--- src/rtl/seg7_pkg.sv ---
// Shared constants and types for the multiplexed 7-segment scan controller.
package seg7_pkg;

    // Active-low {g,f,e,d,c,b,a} patterns, indexed by nibble value (entry 0 is rightmost).
    localparam logic [15:0][6:0] HEX_SEG = {
        7'h0E, 7'h06, 7'h21, 7'h46, 7'h03, 7'h08, 7'h10, 7'h00,
        7'h78, 7'h02, 7'h12, 7'h19, 7'h30, 7'h24, 7'h79, 7'h40
    };

    localparam logic [7:0] SEG_ALL_OFF = 8'hFF;

    typedef enum logic [1:0] {GAP, ON, OFF} scan_state_e;

endpackage

--- src/rtl/seg7_decode.sv ---
// Nibble + decimal point to 8 segment lines, {dp,g..a}, in the requested polarity.
module seg7_decode
    import seg7_pkg::*;
#(
    parameter bit ACTIVE_LOW = 1'b1
) (
    input  logic [3:0] nib,
    input  logic       dp,
    output logic [7:0] seg
);
    logic [7:0] seg_al;

    assign seg_al = {~dp, HEX_SEG[nib]};
    assign seg    = ACTIVE_LOW ? seg_al : ~seg_al;

endmodule

--- src/rtl/seg7_scan_ctrl.sv ---
// Time-multiplexed hex display scanner: frame snapshot, blanking gap,
// 16-level PWM brightness, dp/blank masks and leading-zero blanking.
module seg7_scan_ctrl
    import seg7_pkg::*;
#(
    parameter int NUM_DIGITS     = 8,
    parameter int GAP_CYCLES     = 500,
    parameter int PHASE_CYCLES   = 3000,
    parameter bit SEG_ACTIVE_LOW = 1'b1,
    parameter bit SEL_ACTIVE_LOW = 1'b0
) (
    input  logic                    Clk,
    input  logic                    Reset,
    input  logic                    Enable,
    input  logic [4*NUM_DIGITS-1:0] Disp_Data,
    input  logic [NUM_DIGITS-1:0]   Dp_Mask,
    input  logic [NUM_DIGITS-1:0]   Blank_Mask,
    input  logic                    Lz_En,
    input  logic [3:0]              Bright,
    output logic [NUM_DIGITS-1:0]   SEL,
    output logic [7:0]              SEG,
    output logic                    Frame_Done
);
    localparam int SLOT = GAP_CYCLES + 16 * PHASE_CYCLES;
    localparam int CW   = $clog2(SLOT);
    localparam int IW   = $clog2(NUM_DIGITS);
    localparam logic [NUM_DIGITS-1:0] SEL_OFF =
        SEL_ACTIVE_LOW ? {NUM_DIGITS{1'b1}} : {NUM_DIGITS{1'b0}};
    localparam logic [7:0] SEG_OFF = SEG_ACTIVE_LOW ? SEG_ALL_OFF : ~SEG_ALL_OFF;

    logic [CW-1:0]              slot_cnt, cnt_nxt;
    logic [IW-1:0]              dig_idx;
    scan_state_e                state, state_nxt;
    logic                       slot_end, frame_start, lit;
    logic [31:0]                on_end;
    logic [NUM_DIGITS-1:0][3:0] data_s;
    logic [NUM_DIGITS-1:0]      dp_s, blank_s, zrun, dark;
    logic                       lz_s;
    logic [3:0]                 bright_s;
    logic [NUM_DIGITS-1:0][7:0] dig_seg;

    assign slot_end    = (slot_cnt == CW'(SLOT - 1));
    assign cnt_nxt     = slot_end ? '0 : slot_cnt + CW'(1);
    assign frame_start = (slot_cnt == '0) && (dig_idx == '0);
    // First slot count past the lit window: GAP + (Bright+1) phases.
    assign on_end      = 32'(GAP_CYCLES) + (32'(bright_s) + 32'd1) * 32'(PHASE_CYCLES);

    always_comb begin
        state_nxt = state;
        case (state)
            GAP: if (32'(cnt_nxt) == 32'(GAP_CYCLES)) state_nxt = ON;
            ON: begin
                if (cnt_nxt == '0)                  state_nxt = GAP;
                else if (32'(cnt_nxt) == on_end)    state_nxt = OFF;
            end
            OFF: if (cnt_nxt == '0) state_nxt = GAP;
            default: state_nxt = GAP;
        endcase
    end

    always_ff @(posedge Clk) begin
        if (Reset || !Enable) begin
            slot_cnt <= '0;
            dig_idx  <= '0;
            state    <= GAP;
        end else begin
            slot_cnt <= cnt_nxt;
            state    <= state_nxt;
            if (slot_end)
                dig_idx <= (dig_idx == IW'(NUM_DIGITS - 1)) ? '0 : dig_idx + IW'(1);
        end
    end

    // Shadows hold through Enable=0 so a disabled display keeps its last frame's data.
    always_ff @(posedge Clk) begin
        if (Reset) begin
            data_s   <= '0;
            dp_s     <= '0;
            blank_s  <= '0;
            lz_s     <= 1'b0;
            bright_s <= '0;
        end else if (Enable && frame_start) begin
            data_s   <= Disp_Data;
            dp_s     <= Dp_Mask;
            blank_s  <= Blank_Mask;
            lz_s     <= Lz_En;
            bright_s <= Bright;
        end
    end

    // zrun[i]: every digit from i upward is a plain zero with no dp.
    always_comb begin
        logic run;
        run  = 1'b1;
        zrun = '0;
        for (int i = NUM_DIGITS - 1; i >= 0; i--) begin
            run     = run && (data_s[i] == 4'h0) && !dp_s[i];
            zrun[i] = run;
        end
    end

    assign dark = blank_s | ({NUM_DIGITS{lz_s}} & zrun & ~NUM_DIGITS'(1));

    for (genvar g = 0; g < NUM_DIGITS; g++) begin : g_dec
        seg7_decode #(.ACTIVE_LOW(SEG_ACTIVE_LOW)) u_dec (
            .nib (data_s[g]),
            .dp  (dp_s[g]),
            .seg (dig_seg[g])
        );
    end

    assign lit = (state == ON) && !dark[dig_idx];

    // SEL and SEG update together, so segments never switch under another digit's enable.
    always_ff @(posedge Clk) begin
        if (Reset || !Enable) begin
            SEL        <= SEL_OFF;
            SEG        <= SEG_OFF;
            Frame_Done <= 1'b0;
        end else begin
            SEL        <= lit ? ((NUM_DIGITS'(1) << dig_idx) ^ SEL_OFF) : SEL_OFF;
            SEG        <= lit ? dig_seg[dig_idx] : SEG_OFF;
            Frame_Done <= slot_end && (dig_idx == IW'(NUM_DIGITS - 1));
        end
    end

endmodule

--- config.mk ---
export PLATFORM = sky130hd
export DESIGN_NAME = seg7_scan_ctrl
export DESIGN_NICKNAME = d
export VERILOG_FILES = /design/src/rtl/seg7_pkg.sv /design/src/rtl/seg7_decode.sv /design/src/rtl/seg7_scan_ctrl.sv
export SDC_FILE = /design/constraint.sdc
export NUM_CORES = 1
export LEC_CHECK = 0
export CORE_AREA = 8 8 133 135
export CTS_CLUSTER_SIZE = 40
export DETAILED_ROUTE_END_ITERATION = 7
export DIE_AREA = 0 0 141 143
export HOLD_SLACK_MARGIN = 0.05
export PLACE_DENSITY_LB_ADDON = 0.05
export SYNTH_ARGS = -nofsm -noshare
export SYNTH_HDL_FRONTEND = slang
export SYNTH_HIERARCHICAL = 1
export SYNTH_SLANG_ARGS = --single-unit
--- constraint.sdc ---
create_clock -name Clk -period 5.2 [get_ports Clk]
set_clock_uncertainty 0.2 [all_clocks]
set_input_delay 0.78 -clock Clk [delete_from_list [all_inputs] [get_ports Clk]]
set_output_delay 0.78 -clock Clk [all_outputs]
set_load 0.1 [all_outputs]
==> key figures <==
Logic synthesis
  – Gate Count Post-Synth: just over 900
  – Flops & latches, synth: approximately 90
  – Distinct cells, synth: 86
  – EDFF count, synth: 0
  – Top FF cell, synth: dfxtp_1
  – Largest cells by area after synthesis: dfxtp_1, ha_1, nand2_1
  – Count of yosys warnings during synthesis: 6
  – Synth Net Count: 1089
  – Leading area contributor after synthesis: dfxtp_1
  – Synth Cell Area: about 7900 µm²
  – Top-area cell type share of the netlist area: 0.230
  – Ys async rst share: 0
  – Synthesized area per cell: approximately 8.5 µm²
  – Seq/Total Area, Yosys: 0.230

Pwr
  – P_sw: between 700 and 800 µW
  – Power after layout: roughly 2200 µW
  – Sequential power share: 0.346
  – Leakage dissipation: approximately 0.0037 µW
  – Combinational share of power: 0.352
  – PwrDens: 246 nW/µm²
  – Cell Int Power: about 1500 µW
  – Switch share: 0.334
  – Worst vdd ir: between 150 and 200 µV
  – Clock Power Share: 0.302

Layout
  – Area of the multi-input gates: around 5700 µm²
  – Fin cells: 1199
  – Nets@finish: 1135
  – Commonest non-fill, non-tap cell in the layout: nand2_1
  – Util after Layout: 0.585
  – Post-synthesis to final-layout area growth: 15.5%
  – Ant. Diodes: 0
  – Area occupied by registers: between 1500 and 2000 µm²
  – Share of layout cells above drive strength 1: 0.0936
  – Layout filler cell count: around 1400
  – Commonest non-fill, non-tap cells in the layout: nand2_1, dfxtp_1, ha_1, nor2_1, clkdlybuf4s50_1
  – Fin area: roughly 9100 µm²

Global route
  – Initial antenna violation count: 0
  – Total track usage: 0.196
  – Vias in the first global route: between 6000 and 7000
  – First-pass GRT wire length: roughly 32 mm
  – Grt ovf: 0
  – Largest net degree at the start of global routing: between 50 and 60

Placed design
  – Placed cells: roughly 1200
  – Post-DP HPWL: roughly 15 mm
  – I/O Buffers: 72
  – Placed cell areas: between 8000 and 9000 µm²
  – Routability congestion estimate: 0.844

Floorplanning
  – Die H: ~140 µm
  – Initial Utilization: 0.507
  – Die width: 141 µm
  – Core Footprint: around 16000 µm²
  – Die area: between 20000 and 25000 µm²
  – Rows: 46
  – Ports: 73

Setup path
  – CP Class: register to register
  – CP Data Arrival Time: just under 5 ns
  – CP max stage cell: fa_1
  – CP bufs+invs: 2
  – Critical Path RT: ~5.3 ns
  – Crit-path cells: ha_4 -> xor2_2 -> inv_1 -> fa_1 -> inv_1 -> fa_1 -> fa_1 -> ha_2 -> and3_1 -> a2111o_1 -> xor2_2 -> nand3_4 -> nor4b_4 -> and4_4 -> o21a_1 -> o2111ai_1 -> a22o_1
  – CP Capture Type: register
  – CP max FO: 7
  – Delay-heaviest family, CP: adder cells
  – Most used cell, CP: fa_1
  – Slowest cell delay on critical path: 0.52 ns
  – Startpoint Class: register

Timing
  – Slew HR: 0.314
  – Period Utilization, post-route: 0.940
  – Setup Viol. Count Final: 0
  – Worst slew pin tran: around 1.0 ns
  – Fin crit period: 4.89 ns
  – Final Max Slew Viols: 0
  – Hold Vio Cnt, Final: 0
  – Fmax: between 200 and 250 MHz

CTS
  – CTS root buffer: clkbuf_16
  – Clock Sinks: 91
  – Htree depth: 3
  – CTS clk-pin slew, worst paths: 0.07 ns
  – Bufs on Longest Clock Path: 2
  – Num CTS Buffers: 9
  – Clock insertion delay at the later pin of the skew report: 0.35 ns
  – CTS tree: done

Detailed routing
  – Initial DRT Pass Iterations: 5
  – WL/cell: between 15 and 20 µm
  – Post-route ant nets: 0
  – Routed wire length: 19.3 mm
  – DR iter-0 viols: around 340
  – Drc violations: 0
  – Via count: 6688
  – Via/cell ratio: 5.58

Min path
  – Hold Crit Class: register to register

Run status
  – Status: finished clean

Job
  – Max-cap viol count: 0
[power groups by stage]
stage | Clock [µW] | Combinational, µW | Sequential [µW]
final | 679 | 792 | 777
after global routing | 723 | 887 | 784
after CTS | 694 | 754 | 777
after detailed placement | 0 | 746 | 793
after global placement | 0 | 741 | 793
after floorplan | 0 | 597 | 763
[logic make-up after synthesis]
family	Yosys count	share of synthesized area
buffers and inverters	116	0.0660
AND/OR/NAND/NOR	342	0.212
flip-flops	91	0.230
AO/OA/AOI/OAI	184	0.156
adder cells (fa/ha/maj)	101	0.168
multiplexers	61	0.118
XOR/XNOR	37	0.0492
[cell usage after synthesis (16+ instances only)]
master and number:
clkbuf_1 22, o21ai_0 29, inv_1 67, a21oi_1 70, mux2i_1 29, dfxtp_1 91, nand2_1 146, nand3_1 21
xnor2_1 17, nor2_1 78, mux4_2 16, ha_1 92
[metrics by stage]
stage               hold WS [ns]  setup TNS [ns]  worst slack [ns]
floorplan                  0.228               0            0.0800
global placement           0.240               0            0.0666
global route               0.269        -0.00632          -0.00632
CTS                        0.252               0            0.0257
finish                     0.251               0             0.311
detailed placement         0.245         -0.0102           -0.0102
[worst register-to-register path, delay by kind of cell, from the launching register on]
| kind | cells | cell delay [ns] |
|---|---|---|
| and+or+nand+nor | 4 | 0.90 |
| DFF | 1 | 0.36 |
| xor gates and xnor gates | 2 | 0.38 |
| buffers and inverters | 2 | 0.16 |
| AOI/OAI and AO/OA | 4 | 0.95 |
| adders and majority gates | 5 | 1.85 |
[flip-flops by register name, summed over array words and instances (netlist names)]
| register | flops |
|---|---|
| data_s | 32 |
| SEG | 8 |
| bright_s | 4 |
| blank_s | 8 |
| dp_s | 8 |
| lz_s | 1 |
| Frame_Done | 1 |
| slot_cnt | 16 |
| state | 2 |
| dig_idx | 3 |
| SEL | 8 |
[repair_timing]
action	CTS	global route
gates resized for setup	1	21
hold buffers	0	0
pin swaps	0	12
buffers inserted	0	3
setup endpoints to repair	1	2
[metal layers]
layer  track usage  wire (µm)  share of wire
met1         0.252       8970           0.47
met2         0.329       9120           0.47
met5             0          0              0
met4        0.0583        342          0.018
met3        0.0347        822          0.043
[layout make-up]
type                            count  share of cell area
Sequential cell                    91               0.200
Clock inverter                      6             0.00795
Multi-Input combinational cell    725               0.622
Tap cell                          216              0.0296
Timing Repair Buffer               83              0.0874
Clock buffer                       10              0.0251
Inverter                           68              0.0280
[worst paths after layout]
path	startpoint	slack (ns)	endpoint	cells past startpoint
setup / recovery	bright_s[1]	0.31	state[0]	17
hold / removal	blank_s[7]	0.25	blank_s[7]	2
setup reg to reg	bright_s[1]	0.31	state[0]	17
hold reg to reg	blank_s[7]	0.25	blank_s[7]	2
Note: power is estimated with default switching activity, not from simulation.
